==> config.mk <==
export PLATFORM = sky130hd
export DESIGN_NAME = time_display_driver
export DESIGN_NICKNAME = d
export VERILOG_FILES = /design/src/rtl/time_disp_pkg.sv /design/src/rtl/field_to_bcd.sv /design/src/rtl/time_display_driver.sv
export SDC_FILE = /design/constraint.sdc
export NUM_CORES = 1
export LEC_CHECK = 0
export CORE_MARGIN = 3
export CORE_UTILIZATION = 35
export CTS_BUF_LIST = sky130_fd_sc_hd__clkbuf_2 sky130_fd_sc_hd__clkbuf_4 sky130_fd_sc_hd__clkbuf_8
export DETAILED_ROUTE_END_ITERATION = 6
export PLACE_DENSITY = 0.62
export SETUP_SLACK_MARGIN = 0.5
export SLEW_MARGIN = 10
export SYNTH_ARGS = -nofsm -noshare
export SYNTH_HDL_FRONTEND = slang
export SYNTH_SLANG_ARGS = --single-unit
==> constraint.sdc <==
create_clock -name clk -period 3.6 [get_ports clk]
set_input_delay 0.36 -clock clk [delete_from_list [all_inputs] [get_ports clk]]
set_output_delay 0.36 -clock clk [all_outputs]
set_load 0.05 [all_outputs]
==> src/rtl/time_disp_pkg.sv <==
// Shared constants for the six-digit multiplexed time display.
// Segment codes are active-low {g,f,e,d,c,b,a}.
package time_disp_pkg;

    localparam int NUM_DIGITS  = 6;
    localparam int HOUR_MAX    = 23;
    localparam int MIN_SEC_MAX = 59;

    localparam int HR_MSB  = 20;
    localparam int HR_LSB  = 16;
    localparam int MIN_MSB = 13;
    localparam int MIN_LSB = 8;
    localparam int SEC_MSB = 5;
    localparam int SEC_LSB = 0;

    localparam logic [6:0] SEG_DIGIT [0:9] = '{
        7'b1000000, 7'b1111001, 7'b0100100, 7'b0110000, 7'b0011001,
        7'b0010010, 7'b0000010, 7'b1111000, 7'b0000000, 7'b0010000
    };
    localparam logic [6:0] SEG_DASH  = 7'b0111111;
    localparam logic [6:0] SEG_BLANK = 7'b1111111;

    typedef struct packed {
        logic [5:0] an;
        logic [6:0] seg;
        logic       dp;
    } disp_t;

    function automatic logic [6:0] seg_of(input logic [3:0] d);
        logic [6:0] s;
        case (d)
            4'd0:    s = SEG_DIGIT[0];
            4'd1:    s = SEG_DIGIT[1];
            4'd2:    s = SEG_DIGIT[2];
            4'd3:    s = SEG_DIGIT[3];
            4'd4:    s = SEG_DIGIT[4];
            4'd5:    s = SEG_DIGIT[5];
            4'd6:    s = SEG_DIGIT[6];
            4'd7:    s = SEG_DIGIT[7];
            4'd8:    s = SEG_DIGIT[8];
            4'd9:    s = SEG_DIGIT[9];
            default: s = SEG_DASH;
        endcase
        return s;
    endfunction

endpackage

==> src/rtl/field_to_bcd.sv <==
// Splits a 0..63 time field into tens/ones digits.
// valid drops when the field exceeds LIMIT.
module field_to_bcd #(
    parameter int LIMIT = 59
) (
    input  logic [5:0] i_value,
    output logic [3:0] o_tens,
    output logic [3:0] o_ones,
    output logic       o_valid
);

    // Divide by ten via threshold compare; quotient never exceeds 6
    always_comb begin
        o_tens = 4'd0;
        o_ones = i_value[3:0];
        for (int t = 1; t < 7; t++) begin
            if (i_value >= 6'(t * 10)) begin
                o_tens = 4'(t);
                o_ones = 4'(i_value - 6'(t * 10));
            end
        end
    end

    assign o_valid = (i_value <= 6'(LIMIT));

endmodule

==> src/rtl/time_display_driver.sv <==
// Scans hh.mm.ss onto a six-digit common-anode display.
// time_bus is snapshotted once per frame so a frame never tears.
module time_display_driver
    import time_disp_pkg::*;
#(
    parameter int SCAN_DIV  = 50000,
    parameter int BLINK_DIV = 12500000
) (
    input  logic        clk,
    input  logic        rst,
    input  logic [23:0] time_bus,
    input  logic [2:0]  blink_mask,
    output logic [5:0]  an_n,
    output logic [6:0]  seg_n,
    output logic        dp_n
);

    localparam int PRE_W = (SCAN_DIV > 2) ? $clog2(SCAN_DIV) : 1;
    localparam int BLK_W = (BLINK_DIV > 2) ? $clog2(BLINK_DIV) : 1;

    logic [PRE_W-1:0] r_pre;
    logic [2:0]       r_idx;
    logic [23:0]      r_snap;
    logic [BLK_W-1:0] r_bcnt;
    logic             r_phase;
    disp_t            r_out;

    logic       w_pre_wrap;
    logic [3:0] w_h_ten, w_h_one, w_m_ten, w_m_one, w_s_ten, w_s_one;
    logic       w_h_ok, w_m_ok, w_s_ok;
    logic [6:0] w_code;
    logic       w_fbit;
    logic       w_blank;
    disp_t      w_next;
    logic       w_unused;

    assign w_pre_wrap = (r_pre == PRE_W'(SCAN_DIV - 1));
    assign w_unused   = ^{r_snap[23:21], r_snap[15:14], r_snap[7:6]};

    field_to_bcd #(.LIMIT(HOUR_MAX)) u_hours (
        .i_value ({1'b0, r_snap[HR_MSB:HR_LSB]}),
        .o_tens  (w_h_ten),
        .o_ones  (w_h_one),
        .o_valid (w_h_ok)
    );

    field_to_bcd #(.LIMIT(MIN_SEC_MAX)) u_minutes (
        .i_value (r_snap[MIN_MSB:MIN_LSB]),
        .o_tens  (w_m_ten),
        .o_ones  (w_m_one),
        .o_valid (w_m_ok)
    );

    field_to_bcd #(.LIMIT(MIN_SEC_MAX)) u_seconds (
        .i_value (r_snap[SEC_MSB:SEC_LSB]),
        .o_tens  (w_s_ten),
        .o_ones  (w_s_one),
        .o_valid (w_s_ok)
    );

    // Slot prescaler, digit index and per-frame snapshot
    always_ff @(posedge clk or negedge rst) begin
        if (!rst) begin
            r_pre  <= '0;
            r_idx  <= 3'd0;
            r_snap <= 24'd0;
        end else if (w_pre_wrap) begin
            r_pre <= '0;
            if (r_idx == 3'(NUM_DIGITS - 1)) begin
                r_idx  <= 3'd0;
                r_snap <= time_bus;
            end else begin
                r_idx <= r_idx + 3'd1;
            end
        end else begin
            r_pre <= r_pre + 1'b1;
        end
    end

    // Blink timebase, parked in the visible phase while no field blinks
    always_ff @(posedge clk or negedge rst) begin
        if (!rst) begin
            r_bcnt  <= '0;
            r_phase <= 1'b0;
        end else if (blink_mask == 3'b000) begin
            r_bcnt  <= '0;
            r_phase <= 1'b0;
        end else if (r_bcnt == BLK_W'(BLINK_DIV - 1)) begin
            r_bcnt  <= '0;
            r_phase <= ~r_phase;
        end else begin
            r_bcnt <= r_bcnt + 1'b1;
        end
    end

    // Pick the segment code and blink bit for the current digit
    always_comb begin
        w_code = SEG_BLANK;
        w_fbit = 1'b0;
        case (r_idx)
            3'd0: begin
                w_code = w_s_ok ? seg_of(w_s_one) : SEG_DASH;
                w_fbit = blink_mask[0];
            end
            3'd1: begin
                w_code = w_s_ok ? seg_of(w_s_ten) : SEG_DASH;
                w_fbit = blink_mask[0];
            end
            3'd2: begin
                w_code = w_m_ok ? seg_of(w_m_one) : SEG_DASH;
                w_fbit = blink_mask[1];
            end
            3'd3: begin
                w_code = w_m_ok ? seg_of(w_m_ten) : SEG_DASH;
                w_fbit = blink_mask[1];
            end
            3'd4: begin
                w_code = w_h_ok ? seg_of(w_h_one) : SEG_DASH;
                w_fbit = blink_mask[2];
            end
            3'd5: begin
                w_code = w_h_ok ? seg_of(w_h_ten) : SEG_DASH;
                w_fbit = blink_mask[2];
            end
            default: begin
            end
        endcase
    end

    assign w_blank = r_phase & w_fbit;

    // Next pin state: ghost guard on slot start, blanking, separators
    always_comb begin
        w_next.an  = 6'h3F;
        w_next.seg = w_code;
        w_next.dp  = 1'b1;
        if (w_blank) begin
            w_next.seg = SEG_BLANK;
        end else begin
            if (r_pre != '0) begin
                w_next.an = ~(6'b000001 << r_idx);
            end
            w_next.dp = ~((r_idx == 3'd2) || (r_idx == 3'd4));
        end
    end

    // Register the pins so they never glitch
    always_ff @(posedge clk or negedge rst) begin
        if (!rst) begin
            r_out <= '{an: 6'h3F, seg: SEG_BLANK, dp: 1'b1};
        end else begin
            r_out <= w_next;
        end
    end

    assign an_n  = r_out.an;
    assign seg_n = r_out.seg;
    assign dp_n  = r_out.dp;

endmodule

==> impl_metrics.toml, run 1 <==
[clock_tree]
clock_sink_count = 75
clock_path_buffers = 2
ctsRootBufferMaster = "sky130_fd_sc_hd__clkbuf_8"
clock_latency_ps = 380
tritoncts = "built"
cts-htree-levels = 3
clkTransAtPathRegs_ps = 90
tritoncts.num_buffers = 9

[job]
reported_max_cap_violation_count = 0

[final_layout]
layout_cell_share_with_drive_strength_beyond_1_pct = 19.76
area_growth_syn_to_layout_pct = 17.83
antenna-diode-count = 0
finish.utilization_pct = 42.82
number_of_nets_in_the_layout = 745
num-fill-cells = 1527

[sta]
worst_pin_slew_ps = 939.2
drv_slew = 0
max_freq_ghz = 0.3307
final_hold_fails = 0
setup-violations-final = 0
fin_crit_sh_pct = 84.01
clock_skew_ps = 18.33
timing.hold.ws_ps = 106.3
fin_ws_ps = 575.8
rsz0062_at_grt = "true"
timing.setup.tns_ps = 0
slew-limit-headroom_pct = 37.39
period_needed_ps = 3024

[routing]
drt_first_iter_violations = 217
routedWlPerCell_microns = 14.82
wl_met2_mm = 5.968
firstDrtPassIters = 5
via_count = 4645
final_routed_drc_violation_total = 0
drt-met1-wl_mm = 6.366
wirelength_mm = 13.11
maxUsedRoutingLayer = "met4"
drtAntennaViolNets = 0
routed_via_density = 5.255
met3_wirelength_microns = 507

[floorplan]
dieArea_sq_um = 17570
io-pin-count = 43
start_util_pct = 36.34
die_x_microns = 132.6
num_rows = 45
die_height_microns = 132.6
fp.coreArea_sq_um = 15430

[critical_path]
wp_data_arrival_ps = 3320
critPathLaunchType = "flop"
crit_start = "r_snap[9]$_DFFE_PN0P_"
end_kind = "flop"
reg2reg_from = "r_snap[9]$_DFFE_PN0P_"
crit_fanout = 12
crit_type = "reg2reg"
required_ps = 3900

[placed_design]
detailedPlace.worstSlack_ps = 234.4
place.detailed.hpwl_mm = 9.365
placement.io_buffers = 35
routability_congestion_estimate = 0.9086

[power]
total_power_w = 0.002156
leakage_nw = 2.853
vdd_drop_max_uv = 160.0
pwr_density_cell_nw_per_um2 = 326.4

[synthesis]
ys_seq_elements = 75
syn-num-nets = 695
postSynthCellCount = 618
synthesis.yosys.warnings = 0
synth_edf_count = 0
synthesis.area_sq_um = 5607
post_synth.cell_area_avg_sq_um = 9.072
ys_dominant_reg_cell = "sky130_fd_sc_hd__dfrtp_1"
synth-seq-area-share_pct = 33.79
synth.distinct_cells = 87
async_set_reset_flop_share_out_of_synthesis_pct = 100.0

[hold_path]
hold_class = "in2async"

[global_route]
maximum_number_of_pins_on_one_net_before_global_route_repair = 76
grt_pass1_vias = 4483
grt_antenna_before_repair = 0
grt_pass1_wl_mm = 21.82
overflow = 0
grtUsageTotal_pct = 14.81

[outcome]
outcome = "completed"
[logic make-up after synthesis]
logic type	after synthesis	synth area share, %
AND/OR/NAND/NOR	248	22.94
AO/OA/AOI/OAI	125	16.27
flip-flops	75	33.79
buffers and inverters	57	4.954
adder cells (fa/ha/maj)	48	10.71
XOR/XNOR	39	6.226
multiplexers	26	5.111
[state kept, by name (all words and copies together) (netlist names)]
name	count
seg_n	7
r_pre	16
r_idx	3
dp_n	1
r_bcnt	24
r_phase	1
r_snap	17
an_n	6
[timing repair]
item	4_1_cts	5_1_grt
endpoints found under the setup margin	6	7
pin swaps	1	6
buffers inserted	2	18
resized for setup	9	27
hold buffers	0	0
[area by class of cell]
type                       count  area, sq um  area share [%]
multi-input combinational    486         3576           54.13
tap                          211        264.0           3.996
clock buffer                   9        123.9           1.875
clock inverter                 7        57.56          0.8712
sequential                    75         1903           28.81
inverter                      33        126.4           1.913
timing repair buffer          63        555.5           8.409
[where the power goes]
group / internal (W) / switching, W
combinational: 0.000244 / 0.000319
sequential: 0.000909 / 0.0000573
clock: 0.000261 / 0.000367
[synthesized netlist by cell type, types with 3 or more instances]
master / n / area, sq um
sky130_fd_sc_hd__a211o_1: 4 / 35.03
sky130_fd_sc_hd__a211oi_1: 6 / 45.04
sky130_fd_sc_hd__a21boi_0: 3 / 22.52
sky130_fd_sc_hd__a21o_1: 4 / 30.03
sky130_fd_sc_hd__a21oi_1: 30 / 150.1
sky130_fd_sc_hd__a221oi_1: 3 / 26.28
sky130_fd_sc_hd__a31oi_1: 3 / 18.77
sky130_fd_sc_hd__and2_1: 5 / 31.28
sky130_fd_sc_hd__and3_1: 10 / 62.56
sky130_fd_sc_hd__buf_2: 6 / 30.03
sky130_fd_sc_hd__buf_4: 5 / 37.54
sky130_fd_sc_hd__clkbuf_1: 9 / 33.78
sky130_fd_sc_hd__clkbuf_8: 3 / 41.29
sky130_fd_sc_hd__dfrtp_1: 61 / 1526
sky130_fd_sc_hd__dfstp_2: 14 / 367.9
sky130_fd_sc_hd__ha_1: 48 / 600.6
sky130_fd_sc_hd__inv_1: 32 / 120.1
sky130_fd_sc_hd__mux2_2: 21 / 236.5
sky130_fd_sc_hd__mux2i_1: 5 / 50.05
sky130_fd_sc_hd__nand2_1: 65 / 244.0
sky130_fd_sc_hd__nand3_1: 33 / 165.2
sky130_fd_sc_hd__nand3b_1: 3 / 22.52
sky130_fd_sc_hd__nand4_1: 7 / 43.79
sky130_fd_sc_hd__nand4b_1: 3 / 26.28
sky130_fd_sc_hd__nor2_1: 55 / 206.5
sky130_fd_sc_hd__nor2b_1: 6 / 37.54
sky130_fd_sc_hd__nor3_1: 15 / 75.07
sky130_fd_sc_hd__nor3b_1: 4 / 30.03
sky130_fd_sc_hd__nor3b_2: 4 / 50.05
sky130_fd_sc_hd__nor4_1: 4 / 25.02
sky130_fd_sc_hd__nor4b_1: 3 / 26.28
sky130_fd_sc_hd__o211ai_1: 6 / 45.04
sky130_fd_sc_hd__o21a_1: 3 / 22.52
sky130_fd_sc_hd__o21ai_0: 23 / 115.1
sky130_fd_sc_hd__or2_2: 4 / 25.02
sky130_fd_sc_hd__or3_1: 9 / 56.30
sky130_fd_sc_hd__xnor2_1: 17 / 148.9
sky130_fd_sc_hd__xor2_1: 21 / 183.9
[placed cells by master (no fill, tap or decap), types with 5 or more instances in the layout]
cell and instances:
sky130_fd_sc_hd__a211oi_1 5, sky130_fd_sc_hd__a21oi_1 28, sky130_fd_sc_hd__and2_1 5, sky130_fd_sc_hd__and3_1 10
sky130_fd_sc_hd__buf_4 28, sky130_fd_sc_hd__clkbuf_8 9, sky130_fd_sc_hd__clkdlybuf4s50_1 34, sky130_fd_sc_hd__dfrtp_1 56
sky130_fd_sc_hd__dfstp_2 14, sky130_fd_sc_hd__ha_1 46, sky130_fd_sc_hd__inv_1 30, sky130_fd_sc_hd__mux2_2 21
sky130_fd_sc_hd__mux2i_1 5, sky130_fd_sc_hd__nand2_1 65, sky130_fd_sc_hd__nand3_1 33, sky130_fd_sc_hd__nand4_1 7
sky130_fd_sc_hd__nor2_1 55, sky130_fd_sc_hd__nor2b_1 6, sky130_fd_sc_hd__nor3_1 14, sky130_fd_sc_hd__o211ai_1 6
sky130_fd_sc_hd__o21ai_0 20, sky130_fd_sc_hd__or3_1 9, sky130_fd_sc_hd__xnor2_1 16, sky130_fd_sc_hd__xor2_1 21
[metrics by stage]
stage	instances	instance area, sq um
finish	884	6606
global placement	848	6125
global route	884	6606
floorplan	618	5607
CTS	866	6345
detailed placement	848	6125
[critical path: stages, from the launching register on]
cell and delay [ps]:
sky130_fd_sc_hd__dfrtp_2 550, sky130_fd_sc_hd__inv_1 110, sky130_fd_sc_hd__ha_1 200, sky130_fd_sc_hd__and3b_1 200, sky130_fd_sc_hd__o21bai_2 260, sky130_fd_sc_hd__o311ai_1 200, sky130_fd_sc_hd__a211oi_1 560, sky130_fd_sc_hd__nor2_4 130
sky130_fd_sc_hd__o311ai_1 530, sky130_fd_sc_hd__nand4b_1 210
[layer usage]
metal,track usage [%],vias up
met4,5.831,0
met2,22.77,110
li1,-,2293
met3,2.662,24
met5,0,-
met1,20.68,2218
[path summary, 6_finish.rpt]
check / endpoint / slack (ps) / depth (start not counted)
hold reg to reg: r_bcnt[0]$_DFF_PN0_ / 480 / 1
max in group asynchronous: r_snap[1]$_DFFE_PN0P_ / 2750 / 1
setup reg to reg: seg_n[1]$_DFF_PN1_ / 580 / 9
setup / recovery: seg_n[1]$_DFF_PN1_ / 580 / 9
hold / removal: r_pre[10]$_DFF_PN0_ / 110 / 1
min in group clk: r_bcnt[0]$_DFF_PN0_ / 480 / 1
Power figures use the tool's default switching activity.
==> inputs of run 2 (changes only) <==
==> constraint.sdc (replaced) <==
create_clock -name clk -period 2.8 [get_ports clk]
set_input_delay 0.28 -clock clk [delete_from_list [all_inputs] [get_ports clk]]
set_output_delay 0.28 -clock clk [all_outputs]
set_load 0.05 [all_outputs]
==> run 2 against run 1 <==
  * The flow now finishes with violations (negative setup slack)
  * Register-to-register slack worse by 620 ps
  * Flip-flop and latch count unchanged
  * Sequential power up 27%
  * Total power grew 44%
  * Critical path depth unchanged
  * Wire length up 8.5%
  * Combinational power increased by 62%
  * Clock-buffer cell count increased by 3
  * Global-route usage increased by 1.4 points
  * Final area increased by 12%
==> impl_metrics.toml, run 2 (same netlist as run 1, synthesis figures left out) <==
[outcome]
outcome = "finished with violations"
failing_checks = "negative setup slack"

[sta]
timing.hold.ws_ps = 63.58
rsz0062_at_grt = "true"
fin_ws_ps = -40.48
timing.setup.tns_ps = -75.36
worst_pin_slew_ps = 950.8
clock_skew_ps = 11.80
period_needed_ps = 2840
setup-violations-final = 2
final_hold_fails = 0
drv_slew = 0
slew-limit-headroom_pct = 36.61
fin_crit_sh_pct = 101.4
max_freq_ghz = 0.3521

[final_layout]
post_layout_nonfiller_instances = 940
antenna-diode-count = 0
largest_register_ff_count = 24
layout_top_registers = "r_bcnt: 24 flops, r_snap: 17 flops, r_pre: 16 flops"
num-fill-cells = 1465
layout_commonest_cell = "sky130_fd_sc_hd__buf_4"
final_cell_mix = "sky130_fd_sc_hd__buf_4 (79), sky130_fd_sc_hd__nand2_1 (64), sky130_fd_sc_hd__dfrtp_1 (56)"
finish.utilization_pct = 48.09
number_of_nets_in_the_layout = 801
layout_cell_share_with_drive_strength_beyond_1_pct = 32.78
ff_latch_area_sq_um = 1901
area_of_combinational_cells_with_multiple_inputs_sq_um = 3887
register_with_the_most_flip_flops = "r_bcnt"
area_growth_syn_to_layout_pct = 32.34

[critical_path]
required_ps = 3090
cp_num_cells = 9
max_stage_delay_ps = 450
end_kind = "flop"
crit_start = "r_snap[3]$_DFFE_PN0P_"
reg2reg_from = "r_snap[3]$_DFFE_PN0P_"
critical-path-slowest-cell = "sky130_fd_sc_hd__dfrtp_2"
wp_data_arrival_ps = 3130
path_cells = "buf_6 > ha_4 > a2111o_1 > a221oi_2 > a211oi_2 > o221a_4 > or2_4 > or3_1 > a311o_1"
ff2ff_path_depth = 9
critPathLaunchType = "flop"
worst_r2r_endpoint = "seg_n[3]$_DFF_PN1_"
critical_path.endpoint = "seg_n[3]$_DFF_PN1_"
cp_num_buf_inv = 1
r2r_slack_ps = -40
crit_fanout = 5
critical-path-top-delay-family = "compound AO/OA/AOI/OAI gates"
crit_type = "reg2reg"

[clock_tree]
clkTransAtPathRegs_ps = 80
clock_latency_ps = 360
cts-htree-levels = 3
clock_path_buffers = 2
ctsRootBufferMaster = "sky130_fd_sc_hd__clkbuf_8"
tritoncts = "built"
clock_sink_count = 75
ctsHoldBuffers = 0
tritoncts.num_buffers = 9

[routing]
routed_via_density = 5.216
final_routed_drc_violation_total = 0
drtAntennaViolNets = 0
wirelength_mm = 14.22
routedWlPerCell_microns = 15.12
firstDrtPassIters = 5
via_count = 4903
drt_first_iter_violations = 248

[power]
pwr_density_cell_nw_per_um2 = 418.2
vdd_drop_max_uv = 180.0
leakage_nw = 3.210

[global_route]
grt_antenna_before_repair = 0
grt_pass1_wl_mm = 23.58
grtUsageTotal_pct = 16.18
maximum_number_of_pins_on_one_net_before_global_route_repair = 76
overflow = 0
grt_pass1_vias = 4894

[placed_design]
place.detailed.hpwl_mm = 10.15
placement.io_buffers = 35
routability_congestion_estimate = 0.9258
place_inst = 893

[floorplan]
die_height_microns = 132.6
start_util_pct = 36.34
io-pin-count = 43
num_rows = 45
dieArea_sq_um = 17570
die_x_microns = 132.6
fp.coreArea_sq_um = 15430

[hold_path]
hold_class = "in2async"

[job]
reported_max_cap_violation_count = 0
run 2: changes by cell type in the layout (fill, tap and decap cells not counted), moves of 5 or more:
cell                      delta
sky130_fd_sc_hd__a21oi_1     -5
sky130_fd_sc_hd__a21oi_2     +6
sky130_fd_sc_hd__buf_4      +51
sky130_fd_sc_hd__buf_6       +5
sky130_fd_sc_hd__ha_1       -13
sky130_fd_sc_hd__ha_2        +6
sky130_fd_sc_hd__ha_4        +7
sky130_fd_sc_hd__o21ai_0     -6
run 2: repair_timing:
action / CTS / global route
resized for setup: 38 / 31
cloned: 1 / 0
endpoints found under the setup margin: 7 / 7
pin swaps: 21 / 19
buffers inserted: 15 / 15
run 2: per-layer routing:
layer  GRT usage [%]  vias up  wire length, microns
met1           20.51     2386                  6466
met2           27.45       91                  7019
li1                -     2406                     -
met5               0        -                     0
met3           3.612       20                   482
met4           5.139        0                   247
run 2: how the worst min path moves through the flow:
stage / end / slack [ps] / cells past startpoint
finish: r_pre[13]$_DFF_PN0_ / 60 / 1
global route: r_pre[14]$_DFF_PN0_ / 140 / 1
CTS: r_pre[13]$_DFF_PN0_ / 80 / 1
detailed placement: r_bcnt[0]$_DFF_PN0_ / 490 / 1
global placement: r_bcnt[0]$_DFF_PN0_ / 470 / 1
floorplan: r_bcnt[0]$_DFF_PN0_ / -20 / 0
run 2: final cells by class:
class                   count  share of cell area (%)
multi-input cells         486                   52.39
well taps                 211                   3.558
inverters                  33                   1.771
clock inverters             4                  0.9949
flip-flops and latches     75                   25.62
repair buffers            119                   13.61
clock buffers              12                   2.057
run 2: report_power, final:
part	internal, W	switching [W]	total (W)
sequential	0.00117	0.0000654	0.00123
combinational	0.000430	0.000482	0.000912
clock	0.000547	0.000410	0.000956
total	0.00214	0.000958	0.00310
run 2: stage by stage:
stage               total power [W]  setup slack (ps)  area (sq um)
floorplan                  0.001759             121.8          5792
global placement           0.002000            -24.15          6648
detailed placement         0.002022            -93.06          6648
CTS                        0.003077            -57.12          7177
global route               0.003287            -128.0          7420
finish                     0.003103            -40.48          7420
run 2: worst register-to-register path, stage by stage (launching register included):
cell and delay [ps]:
sky130_fd_sc_hd__dfrtp_2 450, sky130_fd_sc_hd__buf_6 140, sky130_fd_sc_hd__ha_4 170, sky130_fd_sc_hd__a2111o_1 380, sky130_fd_sc_hd__a221oi_2 300, sky130_fd_sc_hd__a211oi_2 130
sky130_fd_sc_hd__o221a_4 230, sky130_fd_sc_hd__or2_4 270, sky130_fd_sc_hd__or3_1 340, sky130_fd_sc_hd__a311o_1 350
==> inputs of run 3 (changes only) <==
--- a/config.mk
+++ b/config.mk
@@ -15,3 +15,4 @@
 export SYNTH_ARGS = -nofsm -noshare
 export SYNTH_HDL_FRONTEND = slang
 export SYNTH_SLANG_ARGS = --single-unit
+export TNS_END_PERCENT = 100
==> results of run 3 <==
No change in the layout: final DEF, timing and power equal those of run 2.
